==> config.mk <==
export PLATFORM = sky130hd
export DESIGN_NAME = seq_multiplier
export DESIGN_NICKNAME = d
export VERILOG_FILES = /design/src/rtl/mul_pkg.sv /design/src/rtl/seq_multiplier.sv
export SDC_FILE = /design/constraint.sdc
export NUM_CORES = 1
export LEC_CHECK = 0
export BUFFER_PORTS_ARGS = -buffer_cell sky130_fd_sc_hd__buf_2
export CORE_UTILIZATION = 30
export DETAILED_ROUTE_END_ITERATION = 10
export PLACE_DENSITY = 0.46
export SLEW_MARGIN = 5
export SYNTH_ARGS = -nofsm -noshare
export SYNTH_HDL_FRONTEND = slang
export SYNTH_SLANG_ARGS = --single-unit
==> constraint.sdc <==
create_clock -name clk -period 7 [get_ports clk]
set_clock_uncertainty 0.05 [all_clocks]
set_input_delay 2.1 -clock clk [delete_from_list [all_inputs] [get_ports clk]]
set_output_delay 2.1 -clock clk [all_outputs]
set_load 0.01 [all_outputs]
==> src/rtl/mul_pkg.sv <==
// Shared types and helpers for the sequential shift-add multiplier.
// Helpers work on a fixed maximum width; callers truncate to their own WIDTH.
package mul_pkg;

  typedef enum logic [1:0] {
    IDLE = 2'd0,
    BUSY = 2'd1,
    DONE = 2'd2
  } state_t;

  localparam int MUL_WIDTH = 8;
  localparam int MAX_W     = 32;

  // Two's-complement negate when neg is set; the low WIDTH bits of the result are
  // the WIDTH-bit magnitude, so the most negative operand maps to 2^(WIDTH-1).
  function automatic logic [MAX_W-1:0] cond_neg(input logic [MAX_W-1:0] v, input logic neg);
    return neg ? (~v + MAX_W'(1)) : v;
  endfunction

  function automatic logic [2*MAX_W-1:0] cond_neg_prod(input logic [2*MAX_W-1:0] v,
                                                       input logic neg);
    return neg ? (~v + (2*MAX_W)'(1)) : v;
  endfunction

endpackage

==> src/rtl/seq_multiplier.sv <==
// Sequential shift-add multiplier: one partial-product bit per cycle, signed or
// unsigned per operation, valid/ready handshakes on both operand and result sides.
module seq_multiplier
  import mul_pkg::*;
#(
  parameter int WIDTH = MUL_WIDTH
) (
  input  logic               clk,
  input  logic               rst_n,
  input  logic               in_valid,
  output logic               in_ready,
  input  logic [WIDTH-1:0]   a,
  input  logic [WIDTH-1:0]   b,
  input  logic               is_signed,
  output logic               out_valid,
  input  logic               out_ready,
  output logic [2*WIDTH-1:0] p
);

  localparam int CNT_W = $clog2(WIDTH + 1);
  localparam int ACC_W = 2 * WIDTH + 1;

  state_t              r_state;
  state_t              w_state_nxt;
  logic [WIDTH-1:0]    r_mcand;
  logic [WIDTH-1:0]    r_mplier;
  logic                r_neg;
  logic [ACC_W-1:0]    r_acc;
  logic [CNT_W-1:0]    r_cnt;
  logic [2*WIDTH-1:0]  r_p;

  logic                w_accept;
  logic                w_last;
  logic [WIDTH-1:0]    w_a_mag;
  logic [WIDTH-1:0]    w_b_mag;
  logic                w_neg;
  logic [ACC_W-1:0]    w_acc_sum;
  logic [ACC_W-1:0]    w_acc_shift;

  assign w_accept = in_valid & (r_state == IDLE);
  assign w_last   = (r_cnt == CNT_W'(WIDTH - 1));

  assign w_a_mag = WIDTH'(cond_neg(MAX_W'(a), is_signed & a[WIDTH-1]));
  assign w_b_mag = WIDTH'(cond_neg(MAX_W'(b), is_signed & b[WIDTH-1]));
  assign w_neg   = is_signed & (a[WIDTH-1] ^ b[WIDTH-1]);

  // Add the multiplicand into the upper half, then shift the whole accumulator right.
  assign w_acc_sum   = r_acc + (r_mplier[0] ? {1'b0, r_mcand, {WIDTH{1'b0}}} : '0);
  assign w_acc_shift = w_acc_sum >> 1;

  always_ff @(posedge clk) begin
    if (!rst_n) r_state <= IDLE;
    else        r_state <= w_state_nxt;
  end

  always_comb begin
    w_state_nxt = r_state;
    case (r_state)
      IDLE:    if (in_valid)  w_state_nxt = BUSY;
      BUSY:    if (w_last)    w_state_nxt = DONE;
      DONE:    if (out_ready) w_state_nxt = IDLE;
      default:                w_state_nxt = IDLE;
    endcase
  end

  always_comb begin
    in_ready  = (r_state == IDLE);
    out_valid = (r_state == DONE);
  end

  always_ff @(posedge clk) begin
    if (w_accept) begin
      r_mcand  <= w_a_mag;
      r_mplier <= w_b_mag;
      r_neg    <= w_neg;
    end else if (r_state == BUSY) begin
      r_mplier <= r_mplier >> 1;
    end
  end

  always_ff @(posedge clk) begin
    if (!rst_n) begin
      r_acc <= '0;
      r_cnt <= '0;
      r_p   <= '0;
    end else if (w_accept) begin
      r_acc <= '0;
      r_cnt <= '0;
    end else if (r_state == BUSY) begin
      r_acc <= w_acc_shift;
      r_cnt <= r_cnt + CNT_W'(1);
      if (w_last)
        r_p <= (2*WIDTH)'(cond_neg_prod((2*MAX_W)'(w_acc_shift[2*WIDTH-1:0]), r_neg));
    end
  end

  assign p = r_p;

endmodule
---- After elaboration in Yosys (flattened, before gate mapping) ----
Cells that the tools add are included.
cells by class
  reduce and logical (&&, ||, !) cells .... 5
  mux-type cells .......................... 10
  order comparisons ....................... 0
  divide/modulo/power cells ............... 0
  add/sub/neg operators ................... 5
  bitwise logic cells ..................... 10
  eq/ne operators ......................... 6
  shifts and indexed selects .............. 0
  multipliers ............................. 0
operators with widths
  cell                                                                     count
  16-bit 2-to-1 mux                                                        2
  8-bit 2-to-1 mux                                                         4
  16-bit by 16-bit adder with 17-bit output                                1
  16-bit by 1-bit adder with 16-bit output, second input constant          1
  8-bit by 1-bit adder with 8-bit output, second input constant            2
  16-bit inverter                                                          1
  8-bit inverter                                                           2
  2-bit 2-to-1 mux                                                         3
  2-bit case mux with 3 select lines                                       1
  3-bit AND reduction                                                      2
  4-bit by 1-bit adder with 4-bit output, second input constant            1
  1-bit bitwise AND                                                        4
  4-bit by 3-bit == test with 1-bit output, second input constant          1
  2-bit inequality test, second input constant                             2
  2-bit by 1-bit == test with 1-bit output, second input constant          1
  2-bit == test, second input constant                                     1
  2-bit zero test                                                          1
  2-bit by 1-bit inequality test with 1-bit output, second input constant  1
  1-bit inverter                                                           2
  2-bit nonzero test                                                       1
  2-bit OR reduction                                                       1
  1-bit XOR                                                                1
word-level totals
  RAM bits ................................ 0
  input port bits ......................... 21
  output and inout bits ................... 18
  memories ................................ 0
  bits in read-only memories .............. 0
  word-level logic and storage cells ...... 43
  register bits after elaboration ......... 55
  bits in latches ......................... 0

---- Logic depth before layout (Yosys ltp) ----
  word-level depth ........................ 5
  gate-level depth with buffers ........... 9
  mapped depth without buffers ............ 9

---- Worst setup path after synthesis ----
OpenSTA, ideal clock, no wires.
  path type ............................... input to register
  start ................................... input b[0]
  end ..................................... register r_mplier[6] (data pin)
  data arrival time ....................... 2.811 ns
  data required time ...................... 6.681 ns
  setup time .............................. 0.269 ns
  slack ................................... 3.870 ns
  cell stages on the path ................. 6
  buffers on the path ..................... 0
  cell sequence ........................... inv_1 -> ha_1 -> nor3b_1 -> a21oi_1 -> xnor2_1 -> o21ai_0
on the way
  word-level cells in the longest chain between the ends .. 4
RTL lines
  element                                 line                  source
  start, declared                         seq_multiplier.sv:13  input logic [WIDTH-1:0] b,
  8-bit inverter                          mul_pkg.sv:17         return neg ? (~v + MAX_W'(1)) : v;
  8-bit by 1-bit adder with 8-bit output  mul_pkg.sv:17
  8-bit 2-to-1 mux                        mul_pkg.sv:17
  8-bit 2-to-1 mux                        seq_multiplier.sv:72  if (w_accept) begin
  end signal, assigned                    seq_multiplier.sv:74  r_mplier <= w_b_mag;
  end signal, assigned                    seq_multiplier.sv:77  r_mplier <= r_mplier >> 1;
  end, declared                           seq_multiplier.sv:26  logic [WIDTH-1:0] r_mplier;
No other way between the ends.
A chain may end at the register's enable or synchronous reset.

---- Final worst setup path ----
  start ................................... register r_mplier[0]
  end ..................................... register r_p[15], in the netlist p[15]
on the way
  word-level cells in the longest chain between the ends .. 5
RTL lines
  element                                    line                  source
  16-bit 2-to-1 mux                          seq_multiplier.sv:48  assign w_acc_sum = r_acc + (r_mplier[0] ? {1'b0, r_mcand, {WIDTH{1'b0}}} : '0);
  16-bit by 16-bit adder with 17-bit output  seq_multiplier.sv:48
  net w_acc_sum[9]                           seq_multiplier.sv:37  logic [ACC_W-1:0] w_acc_sum;
  16-bit inverter                            mul_pkg.sv:22         return neg ? (~v + (2*MAX_W)'(1)) : v;
  16-bit by 1-bit adder with 16-bit output   mul_pkg.sv:22
  16-bit 2-to-1 mux                          mul_pkg.sv:22
  end signal, assigned                       seq_multiplier.sv:93  r_p <= (2*WIDTH)'(cond_neg_prod((2*MAX_W)'(w_acc_shift[2*WIDTH-1:0]), r_neg));
  end, declared                              seq_multiplier.sv:30  logic [2*WIDTH-1:0] r_p;
The timed path passes the listed nets, and every way through them passes these cells.

==> flow_metrics.py <==
metrics = {
    "global_route": {
        "grt_max_degree": 29,
        "antenna_found_initial": 0,
        "grt_usage_pct": 13.5,
        "grt_overflow": 0,
        "grt_pass1_vias": 2266,
        "grt_first_pass_wirelength_um": 10900,
    },
    "pwr": {
        "power_density_mw_per_mm2": 194,
        "power_leakage_nw": 1.36,
        "ir_worst_vdd_mv": 0.0720,
    },
    "yosys": {
        "ys_types": 48,
        "ys.flop_type": "dfxtp_1",
        "synth_edf_count": 17,
        "synthSimpleGateAreaFrac_pct": 22.1,
        "synth_warnings": 0,
        "ys_seq_elements": 54,
        "yosys.area_share.adder_pct": 5.74,
        "ys_seq_area_share_pct": 42.2,
        "syn-cell-area_mm2": 0.00296,
        "mappedNetlistNets": 374,
        "synthCells": 340,
        "synthTopCellsByArea": "dfxtp_1, edfxtp_1, nand2_1",
        "synth_xor_area_share_pct": 7.68,
        "synth.area.mux_share_pct": 0.718,
        "synth_top_family_by_area": "simple AND/OR/NAND/NOR gates",
        "synth_top_cell_by_area": "dfxtp_1",
        "synthArstFlopShare_pct": 0,
        "synth-compound-area-share_pct": 18.3,
        "yosysTopAreaCellShare_pct": 25.0,
        "avgSynthCellArea_um2": 8.72,
    },
    "drt": {
        "viasPerCell": 4.70,
        "wl_um": 6240,
        "drt_iter0_markers": 71,
        "wire_per_inst_um": 12.4,
        "ant_nets": 0,
        "drt_pass1_iterations": 4,
        "via_count": 2371,
        "drc": 0,
    },
    "setup_path": {
        "rrSetupSlack_ps": 3640,
        "cp_max_fo": 8,
        "critPathTopFamily": "simple AND/OR/NAND/NOR gates",
        "path_common_cell": "o211ai_2",
        "end_kind": "flop",
        "crit_chain": "and2_1 > ha_1 > fa_1 > or4_1 > nor3_4 > o211ai_2 > a2111o_1 > or4_4 > o211ai_2",
        "worstPathRequired_ps": 7190,
        "max_stage_delay_ps": 530,
        "crit_cells": 9,
        "critPathBufInv": 0,
        "critPathArrivalTime_ps": 3550,
        "crit_path_top_delay_cell": "fa_1",
        "startpoint_type": "flop",
        "worstReg2RegEnd": "p[15]$_SDFFE_PN0P_",
        "r2r.worst_path.cells": 9,
        "crit-reg2reg-launch": "r_mplier[0]$_DFFE_PP_",
        "path_class": "reg2reg",
    },
    "clocking": {
        "cts_tree": "yes",
        "postCtsSetupBuffers": 0,
        "cts_made_buffers": 5,
        "clockBufferDepth": 2,
        "postCtsHoldBufs": 0,
        "cts_root_buffer": "clkbuf_8",
        "cts.repair.resized": 0,
        "clk_pin_slew_ps": 100,
        "htreeDepth": 2,
        "worstSkewPairLatency_ps": 300,
        "cts_sinks": 54,
    },
    "floorplan": {
        "boundaryPins": 39,
        "die_h_um": 101,
        "die_w_um": 101,
        "core-area_mm2": 0.00942,
        "dieArea_mm2": 0.0103,
        "start_util_pct": 31.5,
        "rows": 35,
    },
    "cells_and_area": {
        "fin_nets": 408,
        "drive_gt1_share_pct": 14.4,
        "syn_to_final_growth_pct": 14.1,
        "final_cell_mix": "nand2_1, buf_2, dfxtp_1",
        "final_common_cell": "nand2_1",
        "stdcell_count": 504,
        "utilization_pct": 35.9,
        "insertedDiodeCount": 0,
        "nFillCells": 1003,
    },
    "sta": {
        "setup_viol": 0,
        "final_hold_viol_count": 0,
        "fmax_mhz": 297,
        "fin_crit_sh_pct": 48.0,
        "tns_ps": 0,
        "maxSlewViolCount": 0,
        "holdWs_ps": 407,
        "finalCriticalPeriod_ps": 3360,
        "max_slew_margin_pct": 55.6,
        "rsz0062_at_grt": "no",
        "tightest_slew_ps": 664,
    },
    "status": {
        "status": "finished, final reports clean",
    },
    "place": {
        "port_buffers": 38,
        "dp.cells": 496,
        "dpl.hpwl_um": 4740,
        "place_congestion": 0.755,
    },
    "hold_path": {
        "hp-start": "p[0]$_SDFFE_PN0P_",
        "hold_path_depth": 2,
        "min_to": "p[0]$_SDFFE_PN0P_",
        "hold_path_class": "reg2reg",
    },
    "job": {
        "maxCapViolations": 0,
    },
}
==> state kept, by name, indices dropped and copies added, names as in the netlist <==
| register | count |
|---|---|
| r_mcand | 8 |
| r_mplier | 8 |
| r_acc | 15 |
| r_neg | 1 |
| r_state | 2 |
| p | 16 |
| r_cnt | 4 |
==> worst max-delay path by stage <==
stage	start	endpoint	slack (ps)
after floorplan	b[0]	r_mplier[6]$_DFFE_PP_	3870
after global placement	in_valid	r_acc[9]$_SDFFE_PP0P_	3380
after detailed placement	in_valid	r_acc[15]$_SDFFE_PP0P_	3340
after CTS	r_mplier[0]$_DFFE_PP_	p[15]$_SDFFE_PN0P_	3600
after global routing	r_mplier[0]$_DFFE_PP_	p[15]$_SDFFE_PN0P_	3470
final	r_mplier[0]$_DFFE_PP_	p[15]$_SDFFE_PN0P_	3640
==> per-stage QoR <==
stage	total power [W]	setup WS, ps	area [um^2]
detailed placement	0.000472	3340	3280
floorplan	0.000438	3870	2960
finish	0.000655	3640	3380
CTS	0.000666	3600	3380
global placement	0.000471	3380	3280
global route	0.000698	3470	3380
==> metal layers <==
layer  up-vias  part of all wire [%]  track usage (%)
li1       1274                     -                -
met1      1064                    50             17.4
met2        31                    48             23.1
met3         2                   2.0             3.04
met4         0                  0.38             3.01
met5         -                     0                0
==> logic make-up after synthesis <==
group / Yosys count
muxes: 2
buffers and inverters: 26
xor gates and xnor gates: 26
AOI/OAI and AO/OA: 83
adders and majority gates: 13
DFF: 54
and+or+nand+nor: 136
==> report_power, final <==
part,internal (W),switching (W)
Clock,0.0000929,0.0000992
Sequential,0.000339,0.00000809
Combinational,0.0000459,0.0000702
Total,0.000478,0.000177
==> worst reg2reg max path, stage by stage, from the launching register on <==
cell	delay, ps
edfxtp_1	480
and2_1	200
ha_1	230
fa_1	540
or4_1	490
nor3_4	160
o211ai_2	120
a2111o_1	420
or4_4	530
o211ai_2	90
==> cell usage after synthesis (5+ instances only) <==
cell type	count
nand2_1	50
nor3_1	6
nand3_1	6
xnor2_1	10
ha_1	12
edfxtp_1	17
a21oi_1	28
dfxtp_1	37
a211oi_1	9
o21ai_0	18
nand2b_1	7
and2_1	10
xor2_1	16
and3_1	5
clkbuf_1	12
inv_1	13
nor2_1	34
==> cell type report <==
cell class | count | area, um^2 | area share (%)
repair buffers | 40 | 205 | 6.07
inverters | 13 | 48.8 | 1.44
well taps | 129 | 161 | 4.77
multi-input cells | 260 | 1620 | 47.7
clock buffers | 8 | 101 | 3.00
flip-flops and latches | 54 | 1250 | 37.0
Note: power is estimated with default switching activity, not from simulation.
